===== src/rtl/control_pkg.sv =====
// Shared opcode map, FSM states, control-field codes and the decoded control word.
// Imported by the decoder and the sequencing FSM.
package control_pkg;

  localparam int JB_BITS = 3;

  localparam logic [3:0] OP_HALT = 4'b0000;
  localparam logic [3:0] OP_ANDI = 4'b0001;
  localparam logic [3:0] OP_ORI  = 4'b0010;
  localparam logic [3:0] OP_BGT  = 4'b0100;
  localparam logic [3:0] OP_BLT  = 4'b0101;
  localparam logic [3:0] OP_BEQ  = 4'b0110;
  localparam logic [3:0] OP_JMP  = 4'b0111;
  localparam logic [3:0] OP_LBU  = 4'b1010;
  localparam logic [3:0] OP_SB   = 4'b1011;
  localparam logic [3:0] OP_LW   = 4'b1100;
  localparam logic [3:0] OP_SW   = 4'b1101;
  localparam logic [3:0] OP_ALU  = 4'b1111;

  localparam logic [1:0] ALU_ADDSUB = 2'b00;
  localparam logic [1:0] ALU_AND    = 2'b01;
  localparam logic [1:0] ALU_ADDR   = 2'b10;
  localparam logic [1:0] ALU_OR     = 2'b11;

  localparam logic [1:0] RW_NONE = 2'b00;
  localparam logic [1:0] RW_ALU  = 2'b01;
  localparam logic [1:0] RW_MEM  = 2'b10;
  localparam logic [1:0] RW_MD   = 2'b11;

  localparam logic [JB_BITS-1:0] JB_NONE = 3'b000;
  localparam logic [JB_BITS-1:0] JB_BLT  = 3'b001;
  localparam logic [JB_BITS-1:0] JB_BGT  = 3'b010;
  localparam logic [JB_BITS-1:0] JB_BEQ  = 3'b011;
  localparam logic [JB_BITS-1:0] JB_JUMP = 3'b100;

  typedef enum logic [2:0] {
    S_IDLE, S_ISSUE, S_MD_WAIT, S_MEM_WAIT, S_HALTED
  } state_t;

  // How the FSM sequences an accepted opcode after its ISSUE cycle.
  typedef enum logic [2:0] {
    K_SINGLE, K_MD, K_LOAD, K_STORE, K_HALT
  } op_kind_t;

  typedef struct packed {
    logic               aluBType;
    logic               aluSrc;
    logic               signExtend;
    logic               memRead;
    logic               memToReg;
    logic               memWrite;
    logic [1:0]         aluControlOp;
    logic [1:0]         regWrite;
    logic [JB_BITS-1:0] jumpBranch;
  } ctrl_word_t;

  function automatic ctrl_word_t mem_word(input logic is_load, input logic is_byte_load);
    ctrl_word_t w;
    w              = '0;
    w.aluBType     = 1'b1;
    w.aluSrc       = 1'b1;
    w.aluControlOp = ALU_ADDR;
    w.memRead      = is_load;
    w.memToReg     = is_load;
    w.signExtend   = is_load & is_byte_load;
    w.memWrite     = ~is_load;
    w.regWrite     = is_load ? RW_MEM : RW_NONE;
    return w;
  endfunction

endpackage


===== src/rtl/control_decode.sv =====
// Combinational {opcode, multiDiv} -> control word, sequencing class and illegal flag.
// Unknown opcodes yield an all-zero word so nothing downstream acts on them.
module control_decode
  import control_pkg::*;
(
  input  logic [3:0]  i_opcode,
  input  logic        i_multi_div,
  output ctrl_word_t  o_word,
  output op_kind_t    o_kind,
  output logic        o_illegal
);

  always_comb begin
    o_word    = '0;
    o_kind    = K_SINGLE;
    o_illegal = 1'b0;
    case (i_opcode)
      OP_ALU: begin
        o_word.aluControlOp = ALU_ADDSUB;
        if (i_multi_div) begin
          o_word.regWrite = RW_MD;
          o_kind          = K_MD;
        end else begin
          o_word.regWrite = RW_ALU;
        end
      end
      OP_ANDI: begin
        o_word.aluSrc       = 1'b1;
        o_word.aluControlOp = ALU_AND;
        o_word.regWrite     = RW_ALU;
      end
      OP_ORI: begin
        o_word.aluSrc       = 1'b1;
        o_word.aluControlOp = ALU_OR;
        o_word.regWrite     = RW_ALU;
      end
      OP_LW: begin
        o_word = mem_word(1'b1, 1'b0);
        o_kind = K_LOAD;
      end
      OP_LBU: begin
        o_word = mem_word(1'b1, 1'b1);
        o_kind = K_LOAD;
      end
      OP_SW, OP_SB: begin
        o_word = mem_word(1'b0, 1'b0);
        o_kind = K_STORE;
      end
      OP_BLT:  o_word.jumpBranch = JB_BLT;
      OP_BGT:  o_word.jumpBranch = JB_BGT;
      OP_BEQ:  o_word.jumpBranch = JB_BEQ;
      OP_JMP:  o_word.jumpBranch = JB_JUMP;
      OP_HALT: o_kind = K_HALT;
      default: o_illegal = 1'b1;
    endcase
  end

endmodule


===== src/rtl/multicycle_control.sv =====
// Sequencing control unit: accepts one opcode per handshake, issues the decoded word for one cycle,
// then holds it through mult/div and memory waits; HALT is sticky until reset.
module multicycle_control
  import control_pkg::*;
#(
  parameter int MD_CYCLES = 4,
  parameter int JB_W      = 3
) (
  input  logic            clk,
  input  logic            rst,
  input  logic            instr_valid,
  input  logic [3:0]      opcode,
  input  logic            multiDiv,
  input  logic            mem_ack,
  output logic            instr_ready,
  output logic            ctrl_valid,
  output logic            aluBType,
  output logic            aluSrc,
  output logic            signExtend,
  output logic            memRead,
  output logic            memToReg,
  output logic            memWrite,
  output logic [1:0]      aluControlOp,
  output logic [1:0]      regWrite,
  output logic [JB_W-1:0] jumpBranch,
  output logic            busy,
  output logic            halted,
  output logic            illegal_op
);

  localparam int CNT_W = (MD_CYCLES > 1) ? $clog2(MD_CYCLES) : 1;

  state_t          r_state;
  ctrl_word_t      r_word;
  op_kind_t        r_kind;
  logic            r_illegal;
  logic [CNT_W-1:0] r_cnt;

  ctrl_word_t w_dec_word;
  op_kind_t   w_dec_kind;
  logic       w_dec_illegal;
  logic       w_active;
  ctrl_word_t w_out;
  logic [1:0] w_regwrite;

  control_decode u_decode (
    .i_opcode    (opcode),
    .i_multi_div (multiDiv),
    .o_word      (w_dec_word),
    .o_kind      (w_dec_kind),
    .o_illegal   (w_dec_illegal)
  );

  always_ff @(posedge clk) begin
    if (rst) begin
      r_state   <= S_IDLE;
      r_cnt     <= '0;
      r_word    <= '0;
      r_kind    <= K_SINGLE;
      r_illegal <= 1'b0;
    end else begin
      case (r_state)
        S_IDLE: begin
          if (instr_valid) begin
            r_word    <= w_dec_word;
            r_kind    <= w_dec_kind;
            r_illegal <= w_dec_illegal;
            r_state   <= S_ISSUE;
          end
        end
        S_ISSUE: begin
          case (r_kind)
            K_MD: begin
              r_cnt   <= CNT_W'(MD_CYCLES - 1);
              r_state <= (MD_CYCLES > 1) ? S_MD_WAIT : S_IDLE;
            end
            K_LOAD, K_STORE: r_state <= mem_ack ? S_IDLE : S_MEM_WAIT;
            K_HALT:          r_state <= S_HALTED;
            default:         r_state <= S_IDLE;
          endcase
        end
        S_MD_WAIT: begin
          if (r_cnt == '0) r_state <= S_IDLE;
          else             r_cnt   <= r_cnt - 1'b1;
        end
        S_MEM_WAIT: begin
          if (mem_ack) r_state <= S_IDLE;
        end
        S_HALTED: r_state <= S_HALTED;
        default:  r_state <= S_IDLE;
      endcase
    end
  end

  assign w_active = (r_state == S_ISSUE) || (r_state == S_MD_WAIT) || (r_state == S_MEM_WAIT);
  assign w_out    = w_active ? r_word : '0;

  // Write-back strobes fire only on the completing cycle of a multi-cycle op.
  always_comb begin
    w_regwrite = RW_NONE;
    if (w_active) begin
      case (r_kind)
        K_MD: begin
          if (((r_state == S_ISSUE) && (MD_CYCLES == 1)) ||
              ((r_state == S_MD_WAIT) && (r_cnt == '0)))
            w_regwrite = RW_MD;
        end
        K_LOAD:  if (mem_ack) w_regwrite = RW_MEM;
        default: if (r_state == S_ISSUE) w_regwrite = r_word.regWrite;
      endcase
    end
  end

  assign instr_ready  = (r_state == S_IDLE);
  assign ctrl_valid   = (r_state == S_ISSUE);
  assign busy         = (r_state != S_IDLE);
  assign halted       = (r_state == S_HALTED);
  assign illegal_op   = (r_state == S_ISSUE) && r_illegal;
  assign aluBType     = w_out.aluBType;
  assign aluSrc       = w_out.aluSrc;
  assign signExtend   = w_out.signExtend;
  assign memRead      = w_out.memRead;
  assign memToReg     = w_out.memToReg;
  assign memWrite     = w_out.memWrite;
  assign aluControlOp = w_out.aluControlOp;
  assign regWrite     = w_regwrite;
  assign jumpBranch   = JB_W'(w_out.jumpBranch);

endmodule


===== config.mk =====
export PLATFORM = sky130hd
export DESIGN_NAME = multicycle_control
export DESIGN_NICKNAME = d
export VERILOG_FILES = /design/src/rtl/control_pkg.sv /design/src/rtl/control_decode.sv /design/src/rtl/multicycle_control.sv
export SDC_FILE = /design/constraint.sdc
export NUM_CORES = 1
export LEC_CHECK = 0
export CORE_MARGIN = 2
export CORE_UTILIZATION = 45
export DETAILED_ROUTE_END_ITERATION = 8
export PLACE_DENSITY_LB_ADDON = 0.15
export REMOVE_ABC_BUFFERS = 1
export SLEW_MARGIN = 20
export SYNTH_ARGS = -nofsm -noshare
export SYNTH_HDL_FRONTEND = slang
export SYNTH_SLANG_ARGS = --single-unit

===== constraint.sdc =====
create_clock -name clk -period 3.4 [get_ports clk]
set_input_delay 0.51 -clock clk [delete_from_list [all_inputs] [get_ports clk]]
set_output_delay 0.51 -clock clk [all_outputs]
set_load 0.01 [all_outputs]

After elaboration in Yosys (flattened, before gate mapping) --
Cells that the tools add are included.
Word-level totals: bits in registers 22, input port bits 9, output and inout bits 18, logic and storage cells 80
Cells by class: add/subtract/negate cells 1, equal/unequal tests 24, mux-type cells 24, reductions and logical operators 18
Operators by type and width (count):
- $pmux W3 S4 | 2
- $eq A4 B4 Y1 const B | 5
- $pmux W4 S5 | 1
- $eq A4 B3 Y1 const B | 4
- $mux W2 | 8
- $pmux W3 S5 | 1
- $mux W13 | 1
- $eq A3 B2 Y1 const B | 4
- $pmux W4 S3 | 1
- $reduce_or A12 Y1 | 1
- $mux W3 | 3
- $pmux W3 S3 | 1
- $pmux W2 S2 | 2
- $eq A3 B1 Y1 const B | 2
- $eq A3 B3 Y1 const B | 2
- $ne A2 B2 Y1 const B | 3
- $reduce_and A3 Y1 | 2
- $reduce_or A2 Y1 | 3
- $reduce_or A6 Y1 | 1
- $eq A4 B1 Y1 const B | 1
- $eq A4 B2 Y1 const B | 1
- $logic_not A4 Y1 | 1
- $mux W1 | 4
- $ne A2 B1 Y1 const B | 2
- other kinds (9) | 11

Longest topological paths before layout --
Gate-level depths: netlist (run 1).
word-level depth 5, mapped depth 6, mapped depth without buffers 6

Cells and area by module --
Synthesis (run 1) repeated with hierarchy kept, for this count alone.
Unflattened totals: cell total of the unflattened synthesis 171, area, all modules 1347.5 µm²
Modules (own cells, without submodules):
- multicycle_control | times used 1, cells each 136, area an instance 1109.8 µm², sequential area each 440.4 µm²
- control_decode | times used 1, cells each 35, area an instance 237.7 µm², sequential area each 0.0 µm²

Worst setup path after synthesis (run 1) --
No wires, ideal clock.
kind reg-to-output, start reg r_state[1], end out regWrite[0], data arrival time 1.295 ns, data required time 2.890 ns, slack 1.595 ns, stages on the path, launching flop included 7, path buffers 2, path through dfxtp_1 -> buf_6 -> nor2_1 -> and2_1 -> clkbuf_1 -> nand2_1 -> o21ai_0
On the way: elaborated cells on any way between the ends 10, those cells by class eq/ne (3); mux (4); reduce/logical (3)
RTL lines:
- start: declaration | RTL line multicycle_control.sv:33 | state_t r_state;
- start signal: assignment | RTL line multicycle_control.sv:75 | r_state <= (MD_CYCLES > 1) ? S_MD_WAIT : S_IDLE;
- start signal: assignment | RTL line multicycle_control.sv:77 | K_LOAD, K_STORE: r_state <= mem_ack ? S_IDLE : S_MEM_WAIT;
- $eq A3 B1 Y1 (*)
- named net ctrl_valid | RTL line multicycle_control.sv:16 | output logic ctrl_valid,
- $mux W2 or $logic_or A1 B1 Y1 (tied branches) | RTL line multicycle_control.sv:109, multicycle_control.sv:95
- $pmux W2 S2 or $logic_or A1 B1 Y1 (tied branches) | RTL line multicycle_control.sv:102, multicycle_control.sv:95
- $mux W2 (*) | RTL line multicycle_control.sv:101 | if (w_active) begin
- end: declaration | RTL line multicycle_control.sv:24 | output logic [1:0] regWrite,
The timed path passes the listed nets; every way through them passes the cells marked *.

Worst setup path after layout (run 1) --
start in mem_ack, end out regWrite[1]
On the way: longest elaborated chain between the ends 3
RTL lines:
- start: declaration | RTL line multicycle_control.sv:14 | input logic mem_ack,
- $mux W2 | RTL line multicycle_control.sv:108 | K_LOAD: if (mem_ack) w_regwrite = RW_MEM;
- $pmux W2 S2 | RTL line multicycle_control.sv:102 | case (r_kind)
- $mux W2 | RTL line multicycle_control.sv:101
No other way between the ends.

==> summary by stage, run 1 <==
Drt
For this block, the routed nets add up to 2.70 mm of wire. The count of unresolved DRC violations after routing is 0. The via count is 1140. The first detailed-routing pass ran for 5 iterations. The number of design-rule violations left by the first detailed-router iteration is 20. The remaining number of nets flagged by the antenna check after routing is 0. In the routed layout, each cell is associated on average with a via count of 5.48. The routed length per placed instance is 13.0 µm.

Timing
Counting I/O delays and the setup requirement, the final critical path takes 2630 ps. At the pin with the least slew margin, the transition time is 867 ps. Setup repair after global routing left no endpoint under its margin. The final hold slack is 455 ps. Across the routed clock network, the largest skew measured is 1.59 ps.

The number of hold violations in the final report came to 0. After layout, the worst path uses 77.4% of the clock period. The final setup TNS is 0 ps. Setup violations remaining at the end of the flow were counted as 0. Static timing analysis puts the maximum clock frequency at 0.380 GHz. Across all setup checks in the final design, the least slack found is 767 ps. Measured against its own limit, the worst slew margin works out to 42.0%.

The count of pins over their slew limit came to 0.

Layout
The repair_antennas step left the layout with diodes totalling 0. The post-layout net count is 189. The fraction of final layout cells with drive strength greater than 1 is 6.18%. The multi-input combinational cells in the finished layout cover a total of 714 µm². The register area is 420 µm². Fill cells in the final layout number 254. The leading cell type in the layout, fill and taps excluded is sky130_fd_sc_hd__clkdlybuf4s50_1. The finished layout holds 208 standard cells, fillers aside. The area overhead of the layout relative to synthesis is 21.9%.

In the layout the commonest cells are sky130_fd_sc_hd__clkdlybuf4s50_1 (26), sky130_fd_sc_hd__dfxtp_1 (21), sky130_fd_sc_hd__nor2_1 (19), sky130_fd_sc_hd__nand2_1 (17), sky130_fd_sc_hd__a21oi_1 (13).

Die
In this run the core area contains 18 standard-cell rows. The initial core utilization is 48.5%. The region available for standard cell placement spans 2520 µm². The vertical die dimension is 56.1 µm. The die area is 3150 µm².

The horizontal die dimension is 56.1 µm. 27 I/O pins were placed.

Power and ir drop
The total leakage power is 0.521 nW. The maximum VDD drop is 0.197 mV. The areal power density over the cells is 365 nW/µm².

Clock tree
TritonCTS built the clock tree. The buffers inserted during post-CTS setup optimization is 0. The post-cts resize count is 0. The worst-skew pair later-pin latency is 300 ps. The clock passes through at most 2 buffers.

The clock tree root driver cell is sky130_fd_sc_hd__clkbuf_4. The total number of clock tree sinks is 21. Counting the buffers created by CTS gives 3. The maximum level of the CTS H-tree is 1. The number of buffers inserted by hold repair at cts is 0. The clock slew at the register clock pins of the worst setup and hold paths is 120 ps.

Flow run
Across the run, the number of max-cap violations was 0.

Place
Prior to clock tree synthesis, the placed netlist has a worst setup slack of 769 ps. Summed over all nets, the half-perimeter wirelength after detailed placement is 1.84 mm. In this run the tool buffered the top-level ports with 26 buffer cells. Once placement completed, the tool counted placed cells totaling 204. The weighted congestion at the end of routability-driven global placement is 0.769.

Yosys
The average instance in the mapped netlist occupies 7.64 µm². After synthesis the netlist holds a flip-flop and latch count of 21. The Yosys step of the flow raised 0 warnings. The cell count after synthesis is 160. After synthesis the cells add up to 1220 µm².

The sequential element share of the synthesized area is 34.4%. The number of different library cells used by synthesis comes to 39.

Critical path
The critical path startpoint category is an input port. Counting stages on the worst path, the most repeated cell is sky130_fd_sc_hd__clkdlybuf4s50_1. Setup slack on the worst reg-to-reg path comes out at 1730 ps. The standard cell with the maximum stage delay on the critical path is sky130_fd_sc_hd__clkdlybuf4s50_1.

Traced cell by cell, the critical path runs through clkdlybuf4s50_1, or3b_2, o21ai_0, nor3_1, clkdlybuf4s50_1. At the worst endpoint, the required time is 2890 ps. Of all nets on the critical path, the largest fanout is 3. Data arrives at the worst endpoint at 2120 ps. STA classifies the critical path endpoint as an output pin.

The setup path with the least slack is of type in2out. For this run, the slowest stage of the critical path takes 480 ps.

GRT
The largest net degree at the start of global routing is 25. The total overflow left after global routing is 0. Global routing consumed, over all layers together, 17.6% of the routing resources.

The via count of the first global-routing pass is 1002. The first global-routing pass estimated 4.52 mm of wire. The number of antenna violations at the first check in global routing was 0.

Hold path
The worst hold-check path type is reg2reg.

Status
The run finished with clean final reports.
-- per-stage QoR --
stage / power [mW] / utilization (%) / instance area [µm²]
floorplan: 0.357 / - / 1160
global placement: 0.422 / 58.0 / 1460
detailed placement: 0.425 / 58.0 / 1460
CTS: 0.549 / 59.1 / 1490
global route: 0.572 / 59.1 / 1490
finish: 0.543 / 59.1 / 1490
-- area by class of cell --
cell class | instances | area share [%]
clock inverter | 1 | 0.336
inverter | 6 | 1.51
clock buffer | 3 | 1.51
sequential | 21 | 28.2
multi-input combinational | 120 | 47.9
tap | 30 | 2.52
timing repair buffer | 27 | 18.0
-- state kept, by name, summed over array words and instances, names as in the netlist --
signal and count:
r_state 3, r_word 12, r_cnt 2, r_illegal 1, r_kind 3
-- cells by family after synthesis --
group                    share of synthesized area (%)
AO/OA/AOI/OAI                                     17.9
multiplexers                                      1.64
adder cells (fa/ha/maj)                           1.02
flip-flops                                        34.4
XOR/XNOR                                          2.87
AND/OR/NAND/NOR                                   35.0
buffers and inverters                             7.16
-- synthesized netlist by cell type --
cell                       count  share of area (%)
sky130_fd_sc_hd__nor3_1        6                2.5
sky130_fd_sc_hd__o31ai_1       2                1.2
sky130_fd_sc_hd__nor3b_1       1               0.61
sky130_fd_sc_hd__a211oi_1      4                2.5
sky130_fd_sc_hd__ha_1          1                1.0
sky130_fd_sc_hd__nand2_4       1               0.92
sky130_fd_sc_hd__nand2b_1      1               0.51
sky130_fd_sc_hd__nand4b_1      1               0.72
sky130_fd_sc_hd__buf_2         1               0.41
sky130_fd_sc_hd__o21a_1        1               0.61
sky130_fd_sc_hd__a221oi_1      4                2.9
sky130_fd_sc_hd__xnor2_1       3                2.1
sky130_fd_sc_hd__nor4b_2       1                1.2
sky130_fd_sc_hd__o21ai_0       4                1.6
sky130_fd_sc_hd__o221ai_1      1               0.72
sky130_fd_sc_hd__buf_1         1               0.31
sky130_fd_sc_hd__nor3_4        1                1.3
sky130_fd_sc_hd__buf_6         1               0.92
sky130_fd_sc_hd__buf_4         2                1.2
sky130_fd_sc_hd__or3_1         1               0.51
sky130_fd_sc_hd__or2_2         1               0.51
sky130_fd_sc_hd__o31ai_2       1                1.0
sky130_fd_sc_hd__inv_1         6                1.8
sky130_fd_sc_hd__nand2_1      17                5.2
sky130_fd_sc_hd__mux2i_1       2                1.6
sky130_fd_sc_hd__nand3b_1      5                3.1
sky130_fd_sc_hd__nand4_1       2                1.0
sky130_fd_sc_hd__a31oi_1       4                2.0
sky130_fd_sc_hd__nor2_1       19                5.8
sky130_fd_sc_hd__dfxtp_1      21                 34
sky130_fd_sc_hd__a21oi_1      13                5.3
sky130_fd_sc_hd__xor2_1        1               0.72
sky130_fd_sc_hd__clkbuf_1      8                2.5
sky130_fd_sc_hd__and2_1       12                6.1
sky130_fd_sc_hd__and3_1        2                1.0
sky130_fd_sc_hd__or3b_2        1               0.72
sky130_fd_sc_hd__nor4_1        1               0.51
sky130_fd_sc_hd__nand3_1       4                1.6
sky130_fd_sc_hd__nor2b_1       2                1.0
-- power by group --
| part | switching [mW] | internal, mW |
|---|---|---|
| registers | 0.0158 | 0.260 |
| clock network | 0.0797 | 0.0439 |
| logic | 0.0801 | 0.0644 |
-- worst max-delay path, delay by kind of cell --
| kind | cells | cell delay (ps) |
|---|---|---|
| buffers and inverters | 2 | 920 |
| AO/OA/AOI/OAI | 1 | 160 |
| AND/OR/NAND/NOR | 2 | 540 |
-- final timing paths --
check,depth (start not counted),endpoint,from
worst max-delay path,5,regWrite[1],mem_ack
worst min-delay path,2,r_word[1],r_word[1]
worst max register to register,4,r_word[9],r_state[1]
worst min register to register,2,r_word[1],r_word[1]
-- layer usage --
| metal | up-vias | track usage [%] | part of all wire (%) |
|---|---|---|---|
| met5 | - | 0 | 0 |
| met2 | 25 | 26.4 | 46 |
| li1 | 590 | - | - |
| met3 | 4 | 3.49 | 3.5 |
| met4 | 0 | 7.48 | 1.1 |
| met1 | 521 | 24.4 | 49 |
Note: power is estimated with default switching activity, not from simulation.
==> run 2: changes to the inputs <==
Clock period 3.4 ns to 2.6 ns, I/O delays scaled along.
==> run 2 against run 1 <==
- first-iteration DRC count rose by 110%
- global-route usage increased by 0.82 points
- via count up 2.9%
- routed wire length rose by 2.4%
- count of clock-buffer cells in the layout up 1
- non-clock buffer count unchanged
- clock power up 28%
- critical path depth did not move
- register-to-register slack worse by 830 ps
- clock skew rose by 6.3 ps
- worst hold slack got worse by 1.7 ps
- sequential power grew 31%
==> summary by stage, run 2 (synthesis results as in run 1) <==
Status
The run finished with clean final reports.

Die
The horizontal die dimension came to 56.1 µm (unchanged). The die area is 3150 µm² (unchanged). The top-level I/O count is 27 (unchanged). The vertical die dimension was 56.1 µm (unchanged). The initial core utilization is 48.5% (unchanged). The core footprint is 2520 µm² (unchanged). The site row count was 18 (unchanged).

Clock tree
The maximum buffer depth of the clock tree is 2 (unchanged). The buffers inserted during post-CTS setup optimization is 0 (unchanged). The clock slew at the register clock pins of the worst setup and hold paths is 120 ps (about the same). The total number of clock tree sinks came to 21 (unchanged). The worst-skew pair later-pin latency is 310 ps (about the same). The maximum level of the CTS H-tree is 1 (unchanged). The clock tree from TritonCTS is yes. The clock tree root driver cell is sky130_fd_sc_hd__clkbuf_4. The number of buffers added by the clock tree synthesis step is 3 (unchanged).

Timing
The transition time of the tightest slew-check pin is 842 ps (-24.8 ps). The highest clock frequency the design can meet is 0.410 GHz. The final-report setup violation count is 0 (unchanged).

The count of pins over their slew limit is 0 (unchanged). Setup repair after global routing left no endpoint under its margin. The normalized max-slew margin is 43.7% (+1.7 points). The smallest setup slack after layout is 158 ps (-609 ps). The largest clock skew in the final design is 7.85 ps (+6.27 ps). Counting I/O delays and the setup requirement, the final critical path takes 2440 ps.

The number of hold violations in the final report is 0 (unchanged). The final setup TNS is 0 ps (unchanged). The post-route clock period utilization is 93.9%.

Power and ir drop
The total leakage power is 0.520 nW (-0.19%). The areal power density over the cells was 475 nW/µm² (+30%). The maximum VDD drop was 0.361 mV (+83%).

Place
The worst slack at placement came to 157 ps (-613 ps). The count of port buffers added during placement was 26 (unchanged). The HPWL after detailed placement was 1.92 mm (+4.0%). The weighted congestion at the end of routability-driven global placement is 0.822 (+6.9%).

Drt
The number of vias per cell after detailed routing was 5.64 (+2.9%). The number of detailed-route iterations in the first pass is 5 (unchanged). The via count is 1173 (+2.9%). The overall routed net length is 2.76 mm (+2.4%). The remaining number of nets flagged by the antenna check after routing is 0 (unchanged). The routed length per placed instance is 13.3 µm (+2.4%). The number of design-rule violations left by the first detailed-router iteration is 41 (+110%). The count of unresolved DRC violations after routing is 0 (unchanged).

Critical path
The worst setup path is launched from an input port. The data arrival time of the worst path is 2050 ps (-70 ps). Walking the worst path, the cells encountered are clkdlybuf4s50_1, or3b_2, o21ai_0, nor3_1, clkdlybuf4s50_1. The maximum fanout count along the critical path is 3 (unchanged).

In this run the critical register-to-register path is captured at r_word[9]. The beginning of the worst register-to-register path is r_state[1]. The critical path is of the in2out type. The worst endpoint required time was 2210 ps (-680 ps). The library cell appearing most often on the critical path is sky130_fd_sc_hd__clkdlybuf4s50_1. The setup slack of the worst register-to-register path came to 900 ps (-830 ps). The delay contributed by the slowest stage of the critical path is 480 ps (about the same). STA classifies the critical path endpoint as an output pin. The standard cell with the maximum stage delay on the critical path is sky130_fd_sc_hd__clkdlybuf4s50_1. The worst reg2reg path depth is 4 (unchanged).

Layout
The fraction of final layout cells with drive strength greater than 1 is 7.30% (+1.1 points). In the layout the commonest cells are sky130_fd_sc_hd__clkdlybuf4s50_1 (26), sky130_fd_sc_hd__dfxtp_1 (20), sky130_fd_sc_hd__nor2_1 (18), sky130_fd_sc_hd__nand2_1 (17), sky130_fd_sc_hd__a21oi_1 (13). The post-layout net count was 189 (unchanged). The area overhead of the layout relative to synthesis is 22.2%. Leaving out fill and tap cells, the most frequent cell in the layout is sky130_fd_sc_hd__clkdlybuf4s50_1. The area of the multi-input gates is 718 µm² (+0.53%).

The register area was 422 µm² (+0.30%). r_word holds more flip-flops than any other register. The number of filler cells placed in the layout is 249 (-2.0%). The flip-flop count of the largest register after layout is 12 (unchanged).

The antenna diode count is 0 (unchanged). In the final layout, the registers with the most flip-flops are r_word x12, r_kind x3, r_state x3.

Hold path
The number of instances on the worst hold path is 2 (unchanged). The worst hold-check path type is reg2reg. For hold timing, the worst endpoint is r_word[2].

In this run the most critical hold path is launched from r_word[2].

GRT
The number of antenna violations at the first check in global routing came to 0 (unchanged). The via count of the first global-routing pass is 1078 (+7.6%). The met3 global-route usage came to 4.65% (+1.2 points). The most heavily used metal layer in global routing is met2.

The global-route wire length before repair is 4.68 mm (+3.5%). The met2 routing resource usage after global routing was 29.9% (+3.5 points). The global routing usage on met1 was 23.1% (-1.3 points).

The global-route usage over all layers is 18.4% (+0.82 points). The largest net degree at the start of global routing is 25 (unchanged). The remaining global-route overflow came to 0 (unchanged).

Flow run
The max-capacitance violation count was 0 (unchanged).
run 2: cell types whose count changed in the layout (fill, tap and decap cells not counted), sizes merged:
cell	before	now
clkbuf	3	4
clkinv	1	0
run 2: area by class of cell:
| type | instances | share of cell area [%] |
|---|---|---|
| Sequential cell | 21 | 28.2 |
| Inverter | 6 | 1.51 |
| Tap cell | 30 | 2.51 |
| Timing Repair Buffer | 27 | 17.9 |
| Multi-Input combinational cell | 120 | 48.1 |
| Clock buffer | 4 | 1.76 |
run 2: how the worst max path moves through the flow:
stage	start	end	cells after the start
floorplan	r_state[0]	regWrite[1]	4
global placement	mem_ack	regWrite[1]	5
detailed placement	mem_ack	regWrite[1]	5
CTS	r_state[1]	regWrite[0]	5
global route	r_state[1]	regWrite[1]	5
finish	mem_ack	regWrite[1]	5
run 2: worst max-delay path: cells and delay by family:
family	cells	cell delay [ps]
AO/OA/AOI/OAI	1	200
AND/OR/NAND/NOR	2	540
buffers and inverters	2	920
run 2: report_power, final:
group	total (mW)	switching, mW	internal, mW
combinational	0.191	0.106	0.0850
sequential	0.361	0.0209	0.340
clock	0.159	0.0987	0.0600
total	0.710	0.225	0.485
run 2: layer usage:
metal  wire length [µm]  part of all wire [%]
met1               1280                    46
met2               1320                    48
met3                126                   4.6
met4                 44                   1.6
met5                  0                     0
run 2: timing repair:
action | 4_1_cts | 5_1_grt
gates resized for setup | 0 | 3
endpoints found under the setup margin | 0 | 1
hold buffers | 0 | 0
run 2: metrics by stage:
step	utilization, %	power, mW	hold slack, ps	std cells	area [µm²]
3_5_place_dp	58.0	0.556	439	204	1460
5_1_grt	59.2	0.750	470	208	1490
2_1_floorplan	-	0.466	421	147	1160
6_report	59.2	0.710	454	208	1490
3_3_place_gp	58.0	0.552	439	204	1460
4_1_cts	59.0	0.712	457	208	1490
